===== config.mk =====
export PLATFORM = sky130hd
export DESIGN_NAME = base_deserializer
export DESIGN_NICKNAME = d
export VERILOG_FILES = /design/src/rtl/base_deserializer.sv
export SDC_FILE = /design/constraint.sdc
export NUM_CORES = 1
export LEC_CHECK = 0
export ABC_CLOCK_PERIOD_IN_PS = 2500
export CAP_MARGIN = 20
export CORE_MARGIN = 10
export CORE_UTILIZATION = 58
export DETAILED_ROUTE_END_ITERATION = 8
export PLACE_DENSITY_LB_ADDON = 0.15
export SYNTH_ARGS = -nofsm -noshare
export SYNTH_HDL_FRONTEND = slang
export SYNTH_SLANG_ARGS = --single-unit
export TNS_END_PERCENT = 50

===== constraint.sdc =====
create_clock -name clock -period 2.5 [get_ports clock]
set_input_delay 0.5 -clock clock [delete_from_list [all_inputs] [get_ports clock]]
set_output_delay 0.5 -clock clock [all_outputs]
set_load 0.05 [all_outputs]

===== src/rtl/base_deserializer.sv =====
// -----------------------------------------------------------------------------
// base_deserializer
//   Receive side of the serializer link. ser_clock and ser_data are
//   oversampled in the system clock domain, rising edges of the synchronized
//   ser_clock shift ser_data in LSB-first, and each completed frame is offered
//   on a one-entry valid/ready buffer.
//
// Ports
//   clock, reset_n   system clock (rising edge) and async active-low reset
//   ser_clock        serial bit clock, asynchronous to clock
//   ser_data         serial data, valid at ser_clock rising edge
//   enable           receive enable; low aborts a partial frame
//   clear_err        pulse; clears overrun and frame_error
//   par_data, valid  output buffer (par_data holds after consumption)
//   ready            downstream accepts when valid & ready
//   busy             a frame is partially received
//   overrun          sticky; a completed frame was dropped (buffer full)
//   frame_error      sticky; a partial frame was discarded by timeout
// -----------------------------------------------------------------------------
module base_deserializer #(
    parameter int DATA_WIDTH  = 8,
    parameter int SYNC_STAGES = 2,
    parameter int TIMEOUT     = 1024
) (
    input  logic                  clock,
    input  logic                  reset_n,
    input  logic                  ser_clock,
    input  logic                  ser_data,
    input  logic                  enable,
    input  logic                  clear_err,
    output logic [DATA_WIDTH-1:0] par_data,
    output logic                  valid,
    input  logic                  ready,
    output logic                  busy,
    output logic                  overrun,
    output logic                  frame_error
);
    localparam int CNT_W = $clog2(DATA_WIDTH) + 1;
    // TIMEOUT-1 always fits in clog2(TIMEOUT) bits
    localparam int TMO_W = $clog2(TIMEOUT);

    localparam logic [0:0] ST_IDLE  = 1'b0;
    localparam logic [0:0] ST_SHIFT = 1'b1;

    localparam logic [CNT_W-1:0] LAST_CNT = CNT_W'(DATA_WIDTH - 1);
    localparam logic [TMO_W-1:0] TMO_MAX  = TMO_W'(TIMEOUT - 1);

    logic [SYNC_STAGES-1:0] sclk_sync_q, sclk_sync_d;
    logic [SYNC_STAGES-1:0] sdat_sync_q, sdat_sync_d;
    logic                   sclk_prev_q, sclk_prev_d;
    logic [0:0]             state_q, state_d;
    logic [DATA_WIDTH-1:0]  shift_q, shift_d;
    logic [CNT_W-1:0]       cnt_q, cnt_d;
    logic [TMO_W-1:0]       tmo_q, tmo_d;
    logic [DATA_WIDTH-1:0]  par_q, par_d;
    logic                   valid_q, valid_d;
    logic                   overrun_q, overrun_d;
    logic                   ferr_q, ferr_d;

    logic                   sclk_s;
    logic                   sample;
    logic                   edge_det;
    logic                   done;
    logic [DATA_WIDTH-1:0]  shift_in;

    assign sclk_s   = sclk_sync_q[SYNC_STAGES-1];
    assign sample   = sdat_sync_q[SYNC_STAGES-1];
    // Edge detection runs regardless of enable, so a ser_clock already high
    // when enable rises does not look like a fresh edge.
    assign edge_det = sclk_s & ~sclk_prev_q;
    assign shift_in = {sample, shift_q[DATA_WIDTH-1:1]};

    always_comb begin
        sclk_sync_d = {sclk_sync_q[SYNC_STAGES-2:0], ser_clock};
        sdat_sync_d = {sdat_sync_q[SYNC_STAGES-2:0], ser_data};
        sclk_prev_d = sclk_s;
        state_d     = state_q;
        shift_d     = shift_q;
        cnt_d       = cnt_q;
        tmo_d       = tmo_q;
        par_d       = par_q;
        valid_d     = valid_q;
        // A set event below overrides the clear.
        overrun_d   = overrun_q & ~clear_err;
        ferr_d      = ferr_q & ~clear_err;
        done        = 1'b0;

        case (state_q)
            ST_IDLE: begin
                if (enable && edge_det) begin
                    shift_d = shift_in;
                    cnt_d   = CNT_W'(1);
                    tmo_d   = '0;
                    state_d = ST_SHIFT;
                end
            end
            ST_SHIFT: begin
                if (!enable) begin
                    state_d = ST_IDLE;
                    cnt_d   = '0;
                    tmo_d   = '0;
                end else if (edge_det) begin
                    // An edge beats a simultaneous timeout.
                    shift_d = shift_in;
                    tmo_d   = '0;
                    if (cnt_q == LAST_CNT) begin
                        done    = 1'b1;
                        cnt_d   = '0;
                        state_d = ST_IDLE;
                    end else begin
                        cnt_d = cnt_q + CNT_W'(1);
                    end
                end else if (tmo_q == TMO_MAX) begin
                    ferr_d  = 1'b1;
                    cnt_d   = '0;
                    tmo_d   = '0;
                    state_d = ST_IDLE;
                end else begin
                    // Only incremented below TMO_MAX, so it never wraps.
                    tmo_d = tmo_q + TMO_W'(1);
                end
            end
            default: state_d = ST_IDLE;
        endcase

        // Output buffer: a completed frame may enter in the same cycle the
        // current entry is consumed.
        if (done && (!valid_q || ready)) begin
            par_d   = shift_in;
            valid_d = 1'b1;
        end else if (done) begin
            overrun_d = 1'b1;
        end else if (valid_q && ready) begin
            valid_d = 1'b0;
        end
    end

    always_ff @(posedge clock or negedge reset_n) begin
        if (!reset_n) begin
            sclk_sync_q <= '0;
            sdat_sync_q <= '0;
            sclk_prev_q <= 1'b0;
            state_q     <= ST_IDLE;
            shift_q     <= '0;
            cnt_q       <= '0;
            tmo_q       <= '0;
            par_q       <= '0;
            valid_q     <= 1'b0;
            overrun_q   <= 1'b0;
            ferr_q      <= 1'b0;
        end else begin
            sclk_sync_q <= sclk_sync_d;
            sdat_sync_q <= sdat_sync_d;
            sclk_prev_q <= sclk_prev_d;
            state_q     <= state_d;
            shift_q     <= shift_d;
            cnt_q       <= cnt_d;
            tmo_q       <= tmo_d;
            par_q       <= par_d;
            valid_q     <= valid_d;
            overrun_q   <= overrun_d;
            ferr_q      <= ferr_d;
        end
    end

    assign par_data    = par_q;
    assign valid       = valid_q;
    assign busy        = (state_q == ST_SHIFT);
    assign overrun     = overrun_q;
    assign frame_error = ferr_q;

endmodule

After elaboration in Yosys (flattened, before gate mapping)
Index checks and enable logic that the tools add are counted.
- logic and storage cells: 69
- bits of input ports: 7
- output and inout bits: 12
- bits in registers: 39
- bitwise gates (word level): 6
- equal/unequal tests: 7
- reduce and logical (&&, ||, !) cells: 9
- mux-type cells: 34
- add/subtract/negate cells: 2
- operators by type and width (operator ; count):
    $mux 10 ; 4
    $mux 8 ; 3
    $mux 4 ; 5
    $pmux 10 s2 ; 1
    $mux 1 ; 18
    $pmux 8 s2 ; 1
    $add 10x1->10 const B ; 1
    $eq 10x10->1 const B ; 1
    $pmux 4 s2 ; 1
    $add 4x1->4 const B ; 1
    $eq 4x3->1 const B ; 1
    $ne 2x1->1 const B ; 2
    $ne 2x2->1 const B ; 2
    $ne 4x2->1 const B ; 1
    $reduce_and 2->1 ; 2
    $and 1x1->1 ; 3
    $logic_and 1x1->1 ; 3
    $not 1->1 ; 3
    $reduce_and 3->1 ; 1
    $pmux 1 s2 ; 1
    $reduce_bool 2->1 ; 1
    $logic_not 1->1 ; 1
    $logic_or 1x1->1 ; 1

Logic depth before layout (Yosys ltp)
Gate-level depths: netlist of run 1.
- depth after elaboration: 8
- gate-level depth with buffers: 6
- mapped depth without buffers: 5

Worst setup path after synthesis of run 1
Ideal clock, no wire load.
- path type: reg-to-reg
- start point: register state_q (netlist: busy)
- end point: register par_q[0] (netlist: par_data[0])
- path slack: 0.822 ns
- arrival time: 1.553 ns
- stages on the path, launching flop included: 5
- path buffers: 1
- clock period less this slack: 1.678 ns
- setup time: 0.125 ns
- required time: 2.375 ns
- cells stage by stage: dfrtp_1 -> and3_2 -> and3_4 -> buf_6 -> mux2_2
- cells in the longest elaborated chain, start to end: 2
- ends and longest elaborated chain (item ; line ; source):
    start, declared ; 51 ; logic [0:0] state_q, state_d;
    start signal, assigned ; 155 ; state_q <= state_d;
    $mux 1 ; 88 ; case (state_q)
    $logic_and 1x1->1 ; 128 ; if (done && (!valid_q || ready)) begin
    end signal, assigned ; 159 ; par_q <= par_d;
    end, declared ; 55 ; logic [DATA_WIDTH-1:0] par_q, par_d;
No other way between the ends.
A chain may end at the register's enable or synchronous reset.

Worst setup path in the final report of run 1
- start point: register par_q[3] (netlist: par_data[3])
- end point: output par_data[3]
- RTL lines (item ; line ; source):
    end, declared ; 31 ; output logic [DATA_WIDTH-1:0] par_data,
No word-level cell between the ends.

==> results of run 1 <==
==> cell type report <==
| class | instances | share of cell area |
|---|---|---|
| multi-input cells | 100 | 0.331 |
| clock buffers | 6 | 0.0269 |
| clock inverters | 2 | 0.00657 |
| repair buffers | 21 | 0.104 |
| flip-flops and latches | 38 | 0.499 |
| well taps | 31 | 0.0204 |
| inverters | 6 | 0.0118 |
==> cell families after synthesis <==
family	count (synthesis)	share of synthesized area
AOI/OAI and AO/OA	22	0.0848
xor gates and xnor gates	7	0.0374
adders and majority gates	2	0.0153
buffers and inverters	11	0.0344
DFF	38	0.581
muxes	9	0.0619
and+or+nand+nor	60	0.186
==> where the power goes <==
group          switching (mW)  total (mW)  internal [mW]
registers              0.0303       0.685          0.655
clock network           0.208       0.343          0.135
logic                  0.0591       0.101         0.0416
==> synthesized netlist by cell type (all sizes together) <==
library cell   n
nand2         31
inv            6
xnor2          1
and3b          2
nand4          1
nor2           9
ha             2
o211ai         1
o22ai          2
and2           1
o2111ai        1
dfrtp         38
o22a           1
and3           4
buf            5
nor2b          2
nand2b         1
and4           2
or2            1
o21ai         11
a21oi          5
xor2           6
or3            2
nand3b         1
o31ai          1
mux2           9
nand3          3
==> flip-flops by register name, summed over array words and instances, names as in the netlist <==
signal       cells
tmo_q           10
par_data         8
shift_q          7
cnt_q            4
sclk_sync_q      2
sdat_sync_q      2
busy             1
frame_error      1
overrun          1
sclk_prev_q      1
valid            1
==> final timing paths <==
| check | slack [ps] | start | cells after the start | to |
|---|---|---|---|---|
| setup / recovery | 460 | par_data[3] | 1 | par_data[3] |
| hold / removal | 220 | reset_n | 1 | shift_q[1] |
| setup reg to reg | 730 | tmo_q[0] | 6 | tmo_q[4] |
| hold reg to reg | 360 | sdat_sync_q[0] | 0 | sdat_sync_q[1] |
| max in group asynchronous | 1750 | reset_n | 1 | sdat_sync_q[0] |
| min in group clock | 360 | sdat_sync_q[0] | 0 | sdat_sync_q[1] |
==> routing by layer <==
metal  share of wire  global-route usage
met1            0.45               0.151
met2            0.47               0.198
met3           0.065              0.0626
met4           0.015              0.0591
met5               0                   0
==> results.md, run 1 <==
Finish:
- The area of all sequential standard cells is 951 µm².
- The final antenna diode count is 0.
- The layout net count is 181.
- The share of the core filled with cells in the final layout is 0.697.
- The commonest non-fill, non-tap cell in the layout is dfrtp_1.
- The filler cell count is 215.
- In the layout the commonest cells are dfrtp_1, nand2_1, clkdlybuf4s50_1, mux2_2, o21ai_0.
- The final cell count without fillers is 204.
- The finished cells cover 1900 µm².
- In the final layout, the share of cells above drive strength 1 is 0.156.
- The area growth from synthesis to layout is 16.3%.
- In the final layout, the multi-input gates occupy 631 µm².

Critical path:
- The delay of the slowest critical-path stage is 810 ps.
- STA classifies the critical path endpoint as an output port.
- The slowest stage of the critical path belongs to the cell clkdlybuf4s50_1.
- The number of buffers and inverters on the critical path is 1.
- The family with the most delay on the worst path is buffers and inverters.
- Walking the worst path, the cells encountered are clkdlybuf4s50_1.
- At the worst endpoint, the arrival time is 1540 ps.
- By startpoint and endpoint, the worst setup path is classified as reg2out.
- The maximum fanout along the worst path is 2.
- STA classifies the critical path startpoint as a flop.
- At the worst endpoint, the required time is 2000 ps.

STA:
- Setup repair after global routing left no endpoint under its margin.
- The number of max-slew violations in the final report was 0.
- The share of the clock period used by the worst path is 0.817.
- For the pin with the worst max-slew slack, the measured transition is 824 ps.
- The post-route worst setup slack is 457 ps.
- The count of endpoints failing hold in the final timing report is 0.
- Hold timing on the final database bottoms out at a slack of 224 ps.
- In this run the tightest slew margin relative to its limit is 0.451.
- Setup violations remaining at the end of the flow were counted as 0.
- For this run, the top clock speed supported by timing is 489 MHz.
- For the final database, setup skew stands at 16.9 ps.
- The total negative slack is 0 ps.
- After layout, the minimum clock period comes to 2040 ps.

Drt:
- The wire length reported by the detailed router is 3.13 mm.
- The count of nets left with antenna violations once routing finished came out at 0.
- Detailed routing inserted a total of 1,118 vias.
- In the final routed layout, each cell accounts on average for 15.4 µm.
- The DRC violations left is 0.
- The number of vias per cell is 5.48.
- After the first detailed-routing iteration, the DRC count stood at 67.
- The first-pass detailed-route iteration total is 4.

Floorplan:
- Measured along the x axis, the die boundary spans 73.1 µm.
- The initial cell density of the core is 0.599.
- The region available for standard cell placement spans 2730 µm².
- The die covers 5350 µm².
- During I/O placement, the number of pins put on the boundary was 19.
- In this run the vertical extent of the chip is 73.1 µm.
- The floorplan has 19 rows.

Placement:
- Input and output buffers added on the ports amount to 18.
- At the end of routability-driven placement, the weighted congestion stood at 0.827.
- The cell area after placement is 1840 µm².
- OpenSTA, run right after detailed placement, puts the worst setup slack at 277 ps.
- The detailed placer's ending HPWL is 2.25 mm.
- Including well taps, the total number of placed cells is 196.

Global route:
- The first-pass GRT wire length is 5.38 mm.
- The pin count of the biggest net entering global routing is 39.
- The total congestion overflow is 0.
- For this run, the total global-route usage over all layers was measured as 0.130.
- The via count of the first global-routing pass came to 1,127.
- The number of antenna violations at the first check in global routing is 0.

Pwr:
- For this design the static power due to leakage is 0.903 nW.
- The maximum ir drop on the vdd rail is 0.000540 V.
- The design draws 1.13 mW.
- Dividing total power by cell area gives a power density of 593 nW/µm².

Worst hold path:
- The type of the tightest min-delay check is in2async.

Clock network:
- The number of CTS-inserted buffers is 5.
- The number of buffers on the longest clock path is 2.
- CTS placed an instance of clkbuf_4 at the clock tree root.
- After clock tree synthesis, the clock-pin slew on the worst setup and hold paths is 130 ps.
- The number of H-tree levels is 2.
- TritonCTS built the clock tree.
- Clock latency on the worst-skew pair, taken at its later pin, is 360 ps.
- The number of setup buffers added after CTS is 0.
- The number of hold buffers added after CTS was 0.
- The tree built by TritonCTS fans out to 38 sinks.
- In this run, post-CTS repair resized a total of 0 instances.

Synthesis:
- The share of the Yosys chip area taken by registers is 0.581.
- The number of nets produced by synthesis is 158.
- In this run the mean area of a mapped cell was 11.0 µm².
- The distinct cell type count after synthesis is 34.
- The number of standard cells after synthesis is 149.
- Synthesis inferred 38 register bits.
- In the post-synthesis netlist, the biggest area contributors are dfrtp_1, nand2_1, mux2_2.
- Summing every instance area after synthesis gives 1640 µm².
- The fraction of synthesized cell area taken by the top area cell type is 0.581.
- The total number of yosys warnings is 0.
- Of all cell types, the one taking the most synthesized area is dfrtp_1.

Run status:
- The run finished with clean final reports.

Flow run:
- Max-cap violations in this run came to 0.
No activity file was read; power rests on OpenSTA's default activity.
==> run 2, diff against run 1 <==
ABC_CLOCK_PERIOD_IN_PS = 2100   (was 2500)
CORE_UTILIZATION = 54   (was 58)
clock period = 2.1 ns   (was 2.5 ns; I/O delays follow)
==> run 2 against run 1 <==
Against the previous run: die area grew 5.3%; critical path depth is the same; clock power is essentially flat; sequential cell count is the same; count of clock-buffer cells in the layout shrank 1; register-to-register slack lost 260 ps; setup slack lost 310 ps; final area shrank 0.20%; critical path type unchanged.
==> results.md, run 2 (same netlist as run 1, synthesis figures left out) <==
Clock network:
- The number of gates resized after cts is 0.
- The clock reaches the later pin of the worst-skew pair after 340 ps.
- The clock net sink count is 38.
- The number of buffers added to fix hold violations after cts is 0.
- The cell sitting at the root of the clock tree is a clkbuf_4.
- The number of H-tree levels is 2.
- TritonCTS built the clock tree.
- TritonCTS created 5 clock buffers.
- The number of buffers on the longest clock path is 2.
- Clock-pin slew was measured on the worst setup and hold paths at 100 ps.
- Post-CTS timing repair inserted 0 buffers for setup.

Global route:
- The via count of the first global-routing pass was 1,169.
- Entering global routing, the biggest net connects 39 pins.
- For this run the aggregate overflow at the end of global routing stands at 0.
- Across every metal layer, demand over resource in global routing totals 0.120.
- The number of antenna violations at the first check in global routing is 0.
- The first global-routing pass estimated 5.18 mm of wire.

Critical path:
- The sum of buffers and inverters on the critical path is 1.
- In this run the worst path has a maximum fanout of 2.
- Walking the worst path, the cells encountered are clkdlybuf4s50_1.
- The launching element type of the critical path is a flop.
- The critical path capture point type is an output port.
- On the critical path, the stage with the largest delay is an instance of clkdlybuf4s50_1.
- The data arrival time of the worst path is 1530 ps.
- The worst setup path category is reg2out.
- Tracing the worst setup path back leads to its startpoint at frame_error.
- The delay of the slowest critical-path stage is 820 ps.
- STA puts the critical path data required time at 1680 ps.
- The worst flop-to-flop path startpoint is tmo_q[0].
- The kind of cell with the highest combined delay along the critical path is buffers and inverters.

Placement:
- At the end of routability-driven placement, the weighted congestion stood at 0.862.
- After detailed placement, the design holds a cell count of 198.
- The cell area after placement is 1850 µm².
- Detailed placement finished with a half-perimeter wire length of 2.22 mm.
- During placement, the flow inserted port buffers numbering 18.

Drt:
- Before antenna repair, the detailed router went through 4 iterations.
- The number of DRC violations after detailed-routing iteration 0 is 58.
- The wire length reported by the detailed router is 3.00 mm.
- The DRC violations left is 0.
- The number of nets with antenna violations after detailed routing is 0.
- Dividing the detail-routed via count by the number of cells gives 5.60.
- The average routed wire per standard cell is 14.6 µm.
- The via count is 1,148.

Run status:
- The run finished with clean final reports.

STA:
- The tightest hold path in the finished design has a slack of 166 ps.
- The number of max-slew violations in the final report was 0.
- For the pin with the worst max-slew slack, the measured transition is 810 ps.
- Subtracting the final worst setup slack from the clock period gives 1950 ps.
- The count of endpoints failing hold in the final timing report is 0.
- The tightest slew margin relative to the limit is 0.460.
- The upper clock frequency limit is 512 MHz.
- After routing, the total negative slack on setup checks comes to 0 ps.
- Clock skew on the completed layout was measured at 6.52 ps.
- Setup violations remaining at the end of the flow were counted as 0.
- Setup repair after global routing left no endpoint under its margin.
- The share of the clock period used by the worst path is 0.930.

Finish:
- The summed area of non-filler cells in the final layout is 1900 µm².
- 0 antenna diodes ended up in the layout.
- The final cell count without fillers is 205.
- The register with the most flip-flops in the layout has 10 of them.
- The area overhead of the layout relative to synthesis is 16.0%.
- More flip-flops sit in one register than any other, and that register is tmo_q.
- For this run, the post-layout net count is 183.
- Of the cells placed in the final design, the portion with a size suffix greater than 1 is 0.167.
- In the layout the commonest cells are dfrtp_1, nand2_1, clkdlybuf4s50_1, mux2_2, o21ai_0.
- The commonest non-fill, non-tap cell in the layout is dfrtp_1.

Floorplan:
- The floorplan core area is 2830 µm².
- The floorplan has 19 rows.
- The initial cell density of the core is 0.579.
- From bottom edge to top edge, the die measures 75.1 µm.
- The floorplan step defined a die boundary enclosing 5640 µm².
- Pin placement for this block handled 19 I/O pins.
- The floorplan die width is 75.1 µm.

Flow run:
- Across the run, the number of max-cap violations was 0.

Pwr:
- VDD sags by at most 0.000434 V.
- The total power is 1.27 mW.
- The power density relative to cell area is 670 nW/µm².
- The leakage power is 0.912 nW.

Worst hold path:
- The type of the tightest min-delay check is in2async.
==> run 2: worst paths after layout <==
kind                            slack (ps)              to  cells after the start
max in group asynchronous             1430     par_data[1]                      1
worst max register to register         470        cnt_q[0]                      6
worst max-delay path                   150     frame_error                      1
worst min register to register         360  sclk_sync_q[1]                      0
min in group clock                     360  sclk_sync_q[1]                      0
worst min-delay path                   170      shift_q[3]                      1
==> run 2: per-layer routing <==
layer / wire length (µm) / vias to the layer above / part of all wire / GRT usage
met3: 202 / 11 / 0.067 / 0.0460
met1: 1300 / 557 / 0.43 / 0.132
met5: 0 / - / 0 / 0
li1: - / 551 / - / -
met2: 1420 / 29 / 0.47 / 0.197
met4: 80 / 0 / 0.027 / 0.0609
==> run 2: layout make-up <==
type / instances / area [µm²]
clock buffers: 5 / 37.5
clock inverters: 2 / 10.0
fillers: 250 / 928
inverters: 6 / 22.5
multi-input cells: 100 / 631
flip-flops and latches: 38 / 951
well taps: 31 / 38.8
repair buffers: 23 / 210
==> run 2: stage by stage <==
step           setup slack (ps)   util
5_1_grt                    81.8  0.672
4_1_cts                     126  0.672
2_1_floorplan               422      -
6_report                    146  0.672
3_3_place_gp                161  0.655
3_5_place_dp                102  0.655
==> run 2: where the power goes <==
part / leakage [nW] / switching [mW] / internal (mW) / total (mW)
Combinational: 0.372 / 0.0681 / 0.0502 / 0.118
Sequential: 0.509 / 0.0356 / 0.779 / 0.815
Clock: 0.0308 / 0.219 / 0.120 / 0.340
